[config.mk]
export PLATFORM = sky130hd
export DESIGN_NAME = display_scan_ctrl
export DESIGN_NICKNAME = d
export VERILOG_FILES = /design/src/rtl/display_scan_ctrl.sv
export SDC_FILE = /design/constraint.sdc
export NUM_CORES = 1
export LEC_CHECK = 0
export CAP_MARGIN = 20
export CORE_MARGIN = 2
export CORE_UTILIZATION = 45
export DETAILED_ROUTE_END_ITERATION = 7
export GPL_TIMING_DRIVEN = 0
export PLACE_DENSITY = 0.67
export SETUP_SLACK_MARGIN = 0.15
export SLEW_MARGIN = 10
export SYNTH_ARGS = -nofsm -noshare
export SYNTH_HDL_FRONTEND = slang
export SYNTH_SLANG_ARGS = --single-unit
[constraint.sdc]
create_clock -name clk -period 3 [get_ports clk]
set_input_delay 0.6 -clock clk [delete_from_list [all_inputs] [get_ports clk]]
set_output_delay 0.6 -clock clk [all_outputs]
set_load 0.02 [all_outputs]
[src/rtl/display_scan_ctrl.sv]
// Four-digit multiplexed display scanner. Frame-aligned double buffering keeps digits from tearing.
// Optional leading-zero blanking is enabled with the SCAN_LEADING_ZERO_BLANK_EN macro.
module display_scan_ctrl #(
    parameter int unsigned REFRESH_DIV = 27000
) (
    input  logic        clk,
    input  logic        rst_n,
    input  logic [15:0] data_in,
    input  logic        load,
    input  logic [3:0]  blank_mask,
    output logic [3:0]  bin,
    output logic [3:0]  an,
    output logic        pending,
    output logic        frame_done
);

    localparam logic [15:0] PrescMax = 16'(REFRESH_DIV - 1);

    logic [15:0] presc_q, presc_d;
    logic [1:0]  idx_q, idx_d;
    logic [15:0] shadow_q, shadow_d;
    logic [15:0] active_q, active_d;
    logic        pending_q, pending_d;
    logic [3:0]  an_q, an_d;
    logic [3:0]  bin_q, bin_d;
    logic        frame_done_q;

    logic        slot_end;
    logic        boundary;
    logic [3:0]  auto_blank;
    logic [3:0]  blank;
    logic [3:0]  digit_sel;

    assign slot_end = (presc_q == PrescMax);
    assign boundary = slot_end && (idx_q == 2'd3);

`ifdef SCAN_LEADING_ZERO_BLANK_EN
    // Digit k goes dark when it and every more-significant nibble are zero; digit 0 always shows.
    always_comb begin
        auto_blank    = 4'b0000;
        auto_blank[1] = (active_q[15:4] == 12'h000);
        auto_blank[2] = (active_q[15:8] == 8'h00);
        auto_blank[3] = (active_q[15:12] == 4'h0);
    end
`else
    assign auto_blank = 4'b0000;
`endif

    assign blank = blank_mask | auto_blank;

    always_comb begin
        presc_d = slot_end ? 16'd0 : presc_q + 16'd1;
        idx_d   = slot_end ? idx_q + 2'd1 : idx_q;
    end

    // A load on the boundary edge bypasses the shadow so it is never left pending.
    always_comb begin
        shadow_d  = shadow_q;
        active_d  = active_q;
        pending_d = pending_q;
        if (load && boundary) begin
            shadow_d  = data_in;
            active_d  = data_in;
            pending_d = 1'b0;
        end else if (load) begin
            shadow_d  = data_in;
            pending_d = 1'b1;
        end else if (boundary && pending_q) begin
            active_d  = shadow_q;
            pending_d = 1'b0;
        end
    end

    always_comb begin
        digit_sel = 4'b0001 << idx_q;
        bin_d     = active_q[{idx_q, 2'b00} +: 4];
        if ((presc_q == 16'd0) || blank[idx_q]) begin
            an_d = 4'b1111;
        end else begin
            an_d = ~digit_sel;
        end
    end

    always_ff @(posedge clk or negedge rst_n) begin
        if (!rst_n) begin
            presc_q      <= 16'd0;
            idx_q        <= 2'd0;
            shadow_q     <= 16'h0000;
            active_q     <= 16'h0000;
            pending_q    <= 1'b0;
            an_q         <= 4'b1111;
            bin_q        <= 4'b0000;
            frame_done_q <= 1'b0;
        end else begin
            presc_q      <= presc_d;
            idx_q        <= idx_d;
            shadow_q     <= shadow_d;
            active_q     <= active_d;
            pending_q    <= pending_d;
            an_q         <= an_d;
            bin_q        <= bin_d;
            frame_done_q <= boundary;
        end
    end

    assign an         = an_q;
    assign bin        = bin_q;
    assign pending    = pending_q;
    assign frame_done = frame_done_q;

endmodule
==> reports/metrics.sh, run 1 <==
STATUS='completed'
H-TREE-DEPTH=3
SETUP.WORST_PATH.CLASS='flop to flop'
TIMING.CRITICAL_PATH.SLOWEST_STAGE_CELL='or4_1'
CRITICAL_PATH_PEAK_FANOUT=10
CTS-HOLD-FIX-BUFFERS=0
INITIAL_UTILIZATION_PCT=47.2
CP_NUM_CELLS=6
GLOBAL_ROUTE.OVERFLOW_TOTAL=0
FIRST_GLOBAL_VIAS=1724
TRITONCTS_NUM_SINKS=60
CLOCK_INSERTION_DELAY_WORST_SKEW_NS=0.33
KIND_OF_END_POINT_OF_THE_CRITICAL_PATH='flop'
DRT-VIAS-PER-INSTANCE=5.33
DETAIL_ROUTE.WIRELENGTH_MM=4.83
CLK_PIN_SLEW_WORST_PATHS_NS=0.06
TRITONCTS='done'
CLKPWRFRAC_PCT=44.1
SYN-CELL-AREA_UM2=2630
GRT_ANTENNA_BEFORE_REPAIR=0
DIE-AREA_UM2=6470
COMBINATIONALPOWERSHARE_PCT=5.9
DRIVE_ABOVE_1_SHARE_PCT=17.5
AREA_GROWTH_SYN_TO_LAYOUT_PCT=23.2
SWITCHING_SHARE_PCT=21.8
DIE_WIDTH_UM=80.4
POST_LAYOUT_MIN_PERIOD_NS=2.28
CLOCK-SKEW-FINAL_NS=0.00904
TIMING.FINAL.HOLD_VIOLATIONS=0
CRITICAL_PATH.N_BUFFERS_INVERTERS=2
DIE-HEIGHT_UM=80.4
WORST-ENDPOINT-ARRIVAL_NS=2.53
MAX_FREQ_MHz=439
MAXSLEWHEADROOM_PCT=45.5
SYNTH-SEQ-CELLS=60
POST-ROUTE-WORST-SETUP-SLACK_NS=0.721
UNREPAIRED_SETUP_ENDPOINTS_AFTER_GLOBAL_ROUTING='false'
SYNTH_COMPOUND_GATE_AREA_SHARE_PCT=10.3
SYN-MEAN-INSTANCE-AREA_UM2=11.9
DETAILED_ROUTING_ITERATIONS_PASS_1=4
YOSYSTOPAREACELL='dfrtp_1'
TIMING.HOLD.WORST.CLASS='primary input to asynchronous set/reset pin'
PWR_DENSITY_CELL_nW_PER_UM2=520
NETS=292
MAX_CAP_VIOLATIONS=0
ROWS=27
REQUIRED_NS=3.25
WORST-R2R-CELL-COUNT=6
POWER.SWITCHING_mW=0.367
POST_SYNTH_MAIN_AREA_CONTRIBUTORS='dfrtp_1 53%, mux2_2 7.3%, o21ai_0 4.4%'
INTERNAL_POWER_OF_THE_CELLS_mW=1.31
YOSYSSEQAREASHARE_PCT=57.3
NETLIST_INSTANCES=221
COMBINATIONAL_FAMILY_WITH_THE_MOST_AREA_AFTER_SYNTHESIS='multiplexers'
CTS_BUFFERS=9
INITIAL_DRT_MARKERS=97
VIAS=1811
PORT_BUFFERS=31
SYNTHDOMINANTCELLAREASHARE_PCT=53.3
POWER.STATIC_LEAKAGE_nW=1.35
CRIT_FAMILY='simple AND/OR/NAND/NOR gates'
FIRST_PASS_GRT_WIRE_LENGTH_MM=8.20
PLACE.GP.CONGESTION=0.836
WORSTMARGINPINSLEW_NS=0.815
SYNTH_ADDER_AREA_SHARE_PCT=2.86
POST_CTS_RESIZE_COUNT=0
GRT_UTIL_ALL_LAYERS_PCT=16.8
NUM_ANTENNA_CELLS=0
MIN_PERIOD_OVER_PERIOD_PCT=76.0
DP_HPWL_MM=3.39
ORDERED_CELL_LIST_FOR_THE_CRITICAL_PATH='or4_1 -> or4_4 -> or2_0 -> buf_2 -> buf_6 -> o21ai_1'
LAYOUT.CORE_UTILIZATION_PCT=58.1
GRT_MAX_DEGREE=61
POST-ROUTE-DRC-COUNT=0
CLOCKBUFFERDEPTH=2
PIN_COUNT=33
SYNTH.NET_COUNT=250
PLACE_WORST_SETUP_SLACK_NS=0.422
PWR-SHARE-SEQ_PCT=50.0
FRACTION_OF_THE_MAPPED_NETLIST_AREA_IN_SIMPLE_LOGIC_GATES_PCT=10.1
CRITICAL_PATH.MAX_STAGE_DELAY_NS=0.57
CORE_UM2=5570
SYNTH_XOR_XNOR_AREA_SHARE_PCT=5.00
YOSYS.CELL_TYPES.COUNT=31
DETAIL-ROUTE-ANTENNA-NETS=0
ROOT_BUFFER='clkbuf_8'
FINALMAXSLEWVIOLATIONS=0
SYNTHMUXAREASHARE_PCT=11.6
WL_PER_CELL_UM=14.2
FINALSETUPVIOLCOUNT=0
YOSYSWARNINGS=0
VDD_DROP_MAX_V=0.000294
POSTCTSSETUPREPAIRBUFS=0
START_KIND='flop'
-- final cells by class --
class	instances	area, um2
multi-input cells	143	1050
repair buffers	31	308
clock buffers	11	151
fillers	482	2340
clock inverters	5	60.1
well taps	72	90.1
plain buffers	10	46.3
inverters	8	30.0
flip-flops and latches	60	1510
-- cells in the mapped netlist (all sizes together) --
master	n
a21oi	1
and2	1
and3	2
and4b	1
buf	3
clkbuf	7
clkinv	1
dfrtp	56
dfstp	4
ha	6
inv	7
mux2	17
mux4	5
nand2	7
nand3	7
nand4	3
nor2	15
nor3	6
nor4	3
nor4b	1
o21ai	33
o22ai	16
or2	1
or4	2
or4bb	1
xnor2	10
xor2	5
-- state kept, by name, indices dropped and copies added, names as in the netlist --
| register | count |
|---|---|
| presc_q | 16 |
| bin | 4 |
| idx_q | 2 |
| shadow_q | 16 |
| active_q | 16 |
| an | 4 |
| pending | 1 |
| frame_done | 1 |
-- power by group through the flow --
stage                     registers [mW]  clock network, mW  logic (mW)
after global routing               0.844              0.789       0.110
final                              0.842              0.741      0.0991
after floorplan                    0.856                  0      0.0439
after detailed placement           0.857                  0       0.101
after global placement             0.856                  0       0.100
after CTS                          0.842              0.756       0.101
-- kinds of logic after synthesis --
group | after synthesis
AOI/OAI and AO/OA | 50
buffers and inverters | 18
xor gates and xnor gates | 15
muxes | 22
adders and majority gates | 6
DFF | 60
and+or+nand+nor | 50
-- placed cells by master, fill, tap and decap left out, types with 5 or more instances in the layout --
master           count
inv_1                7
nand2_1              7
nor3_1               6
mux4_2               5
clkbuf_8            11
ha_1                 6
mux2_2              17
clkbuf_1             7
o21ai_0             23
nor2_1              15
xor2_1               5
o22ai_1             16
nand3_1              7
dfrtp_1             56
xnor2_1             10
o21ai_1             10
clkdlybuf4s50_1     30
-- per-stage QoR --
step | hold WS [ns] | TNS (ns) | instance area [um2] | power [mW] | instances
final | 0.349 | 0 | 3240 | 1.68 | 340
after global routing | 0.404 | 0 | 3240 | 1.74 | 340
after CTS | 0.363 | 0 | 3240 | 1.70 | 340
after detailed placement | 0.485 | 0 | 3030 | 0.958 | 324
after global placement | 0.477 | -29.99 | 3030 | 0.956 | 324
after floorplan | 0.304 | 0 | 2630 | 0.900 | 221
-- path summary, 6_finish.rpt --
check | startpoint | end | slack [ns]
worst max-delay path | presc_q[3]$_DFF_PN0_ | active_q[13]$_DFFE_PN0P_ | 0.72
worst min-delay path | rst_n | presc_q[6]$_DFF_PN0_ | 0.35
worst max register to register | presc_q[3]$_DFF_PN0_ | active_q[13]$_DFFE_PN0P_ | 0.72
worst min register to register | presc_q[15]$_DFF_PN0_ | presc_q[15]$_DFF_PN0_ | 0.50
max in group asynchronous | rst_n | active_q[2]$_DFFE_PN0P_ | 2.18
min in group clk | presc_q[15]$_DFF_PN0_ | presc_q[15]$_DFF_PN0_ | 0.50
-- routing by layer --
layer | vias up | wire (um) | track usage, %
met1 | 887 | 2440 | 24.8
li1 | 886 | - | -
met3 | 6 | 166 | 4.04
met5 | - | 0 | 0
met2 | 32 | 2160 | 23.3
met4 | 0 | 68 | 7.97
No activity file was read; power rests on OpenSTA's default activity.
==> run 2: changes to the inputs <==
clock period = 2.1 ns   (was 3 ns; I/O delays follow)
==> reports/metrics.sh, run 2 (synthesis results as in run 1) <==
VIOLATIONS='setup timing'
POST-ROUTE-DRC-COUNT=0
DIE_WIDTH_UM=80.4
SETUP.WORST_PATH.CLASS='flop to flop'
PLACE_AREA_UM2=3030
PLACE.GP.CONGESTION=0.793
STATUS='finished, violations left'
FINALMAXSLEWVIOLATIONS=0
NUM_ANTENNA_CELLS=0
ROWS=27
CLKPWRFRAC_PCT=42.8
INITIAL_DRT_MARKERS=159
HOLD_SLACK_NS=0.150
UNREPAIRED_SETUP_ENDPOINTS_AFTER_GLOBAL_ROUTING='true'
POST-LAYOUT-TOTAL-POWER_mW=2.36
KIND_OF_END_POINT_OF_THE_CRITICAL_PATH='flop'
PWR_DENSITY_CELL_nW_PER_UM2=695
MAXSLEWHEADROOM_PCT=50.2
CRITICAL_PATH_PEAK_FANOUT=8
SWITCHING_SHARE_PCT=22.2
GLOBAL_ROUTE.OVERFLOW_TOTAL=0
MIN_PERIOD_OVER_PERIOD_PCT=101
CLOCKBUFFERDEPTH=2
LAYOUT.CELLS.MOST_COMMON_LIST='56 x dfrtp_1, 30 x clkdlybuf4s50_1, 17 x mux2_2, 16 x o22ai_1, 14 x o21ai_0'
GRT_MAX_DEGREE=61
TRITONCTS_NUM_SINKS=60
POWER.SWITCHING_mW=0.522
DRIVE_ABOVE_1_SHARE_PCT=26.8
CTS_BUFFERS=9
WORSTMARGINPINSLEW_NS=0.746
INTERNAL_POWER_OF_THE_CELLS_mW=1.83
WL_PER_CELL_UM=15.0
POST-ROUTE-WORST-SETUP-SLACK_NS=-0.0251
H-TREE-DEPTH=3
CTS-HOLD-FIX-BUFFERS=0
COMBINED_AREA_OF_THE_MULTI_INPUT_LOGIC_CELLS_UM2=1120
DP_HPWL_MM=3.36
START_KIND='flop'
REGISTERS_WITH_THE_MOST_FLIP_FLOPS='active_q (16), presc_q (16), shadow_q (16)'
FIRST_PASS_GRT_WIRE_LENGTH_MM=8.89
DETAILED_ROUTING_ITERATIONS_PASS_1=4
CLOCK-SKEW-FINAL_NS=0.0121
AREA_GROWTH_SYN_TO_LAYOUT_PCT=28.9
PLACED_CELLS_INCL_TAPS=324
FINAL-SEQ-AREA_UM2=1510
TIMING.FINAL.HOLD_VIOLATIONS=0
GRT_ANTENNA_BEFORE_REPAIR=0
COMBINATIONALPOWERSHARE_PCT=6.2
POST_LAYOUT_MIN_PERIOD_NS=2.13
FINALSETUPVIOLCOUNT=11
TIMING.HOLD.WORST.CLASS='primary input to asynchronous set/reset pin'
CORE_UM2=5570
NETS=301
REQUIRED_NS=2.35
TRITONCTS='done'
MAX_FREQ_MHz=471
VIAS=1892
DIE-HEIGHT_UM=80.4
VDD_DROP_MAX_V=0.000465
INITIAL_UTILIZATION_PCT=47.2
POWER.STATIC_LEAKAGE_nW=1.45
DIE-AREA_UM2=6470
FINAL_CELL_COUNT_NO_FILL=348
FINAL_COMMON_CELL='dfrtp_1'
ROOT_BUFFER='clkbuf_8'
DRT-VIAS-PER-INSTANCE=5.44
PIN_COUNT=33
FILLER_CELL_COUNT=448
FINALINSTANCEAREA_UM2=3390
DETAIL_ROUTE.WIRELENGTH_MM=5.23
GRT_UTIL_ALL_LAYERS_PCT=18.5
PLACE_WORST_SETUP_SLACK_NS=-0.308
PORT_BUFFERS=31
PWR-SHARE-SEQ_PCT=51.1
DETAIL-ROUTE-ANTENNA-NETS=0
FIRST_GLOBAL_VIAS=1838
CLOCK_INSERTION_DELAY_WORST_SKEW_NS=0.33
MAX_CAP_VIOLATIONS=0
CLK_PIN_SLEW_WORST_PATHS_NS=0.07
WORST-ENDPOINT-ARRIVAL_NS=2.38
==> run 2: cell types whose count changed in the layout (fill, tap and decap cells not counted), sizes merged <==
| cell | previous run | this run |
|---|---|---|
| clkbuf | 18 | 16 |
| clkinvlp | 4 | 1 |
| buf | 4 | 14 |
| clkinv | 1 | 4 |
==> run 2: final cells by class <==
class	instances	share of cell area [%]
Buffer	10	2.07
Clock buffer	10	4.06
Clock inverter	5	1.55
Inverter	8	0.886
Multi-Input combinational cell	143	32.9
Sequential cell	60	44.4
Tap cell	72	2.66
Timing Repair Buffer	40	11.4
==> run 2: final timing paths <==
check                      slack (ns)                  endpoint  depth (start not counted)                startpoint
max reg2reg                     -0.03   active_q[5]$_DFFE_PN0P_                          6     presc_q[15]$_DFF_PN0_
min in group clk                 0.49  active_q[15]$_DFFE_PN0P_                          2  active_q[15]$_DFFE_PN0P_
max in group asynchronous        1.45   active_q[0]$_DFFE_PN0P_                          1                     rst_n
min                              0.15      presc_q[5]$_DFF_PN0_                          1                     rst_n
min reg2reg                      0.49  active_q[15]$_DFFE_PN0P_                          2  active_q[15]$_DFFE_PN0P_
max                             -0.03   active_q[5]$_DFFE_PN0P_                          6     presc_q[15]$_DFF_PN0_
==> run 2: worst max-delay path: stages (launching register included) <==
cell     delay [ns]
dfrtp_1        0.39
or4bb_1        0.50
or4_4          0.54
or2_1          0.25
buf_6          0.14
buf_6          0.13
o21ai_1        0.11
==> run 2: per-stage QoR <==
step | setup TNS, ns | utilization, %
final | -0.141 | 60.8
after CTS | -0.0249 | 59.2
after global placement | -78.11 | 54.3
after detailed placement | -3.04 | 54.3
after global routing | -1.14 | 60.8
after floorplan | 0 | -
==> run 2: power groups by stage <==
stage          registers [mW]  clock network (mW)  logic, mW
2_1_floorplan            1.22                   0     0.0624
3_3_place_gp             1.22                   0      0.142
5_1_grt                  1.21                1.08      0.162
6_report                 1.20                1.01      0.145
4_1_cts                  1.20                1.02      0.144
3_5_place_dp             1.22                   0      0.143
==> run 2: repair_timing <==
| item | CTS | global route |
|---|---|---|
| gates cloned | 2 | 0 |
| endpoints found under the hold margin | 0 | 0 |
| endpoints found under the setup margin | 30 | 34 |
| buffers inserted | 5 | 2 |
| resized for setup | 10 | 34 |
| pin swaps | 0 | 2 |
==> run 2: metal layers <==
metal  vias up  GRT usage (%)  part of all wire [%]
li1        897              -                     -
met1       943           26.4                    48
met2        48           26.7                    46
met3         4           5.62                   4.8
met4         0           7.12                   1.3
met5         -              0                     0
==> run 3: changes to the inputs <==
CTS_CLUSTER_SIZE = 10   (was default)
==> results of run 3 <==
Same layout as run 2: the final DEF is identical, and so are final timing and power.
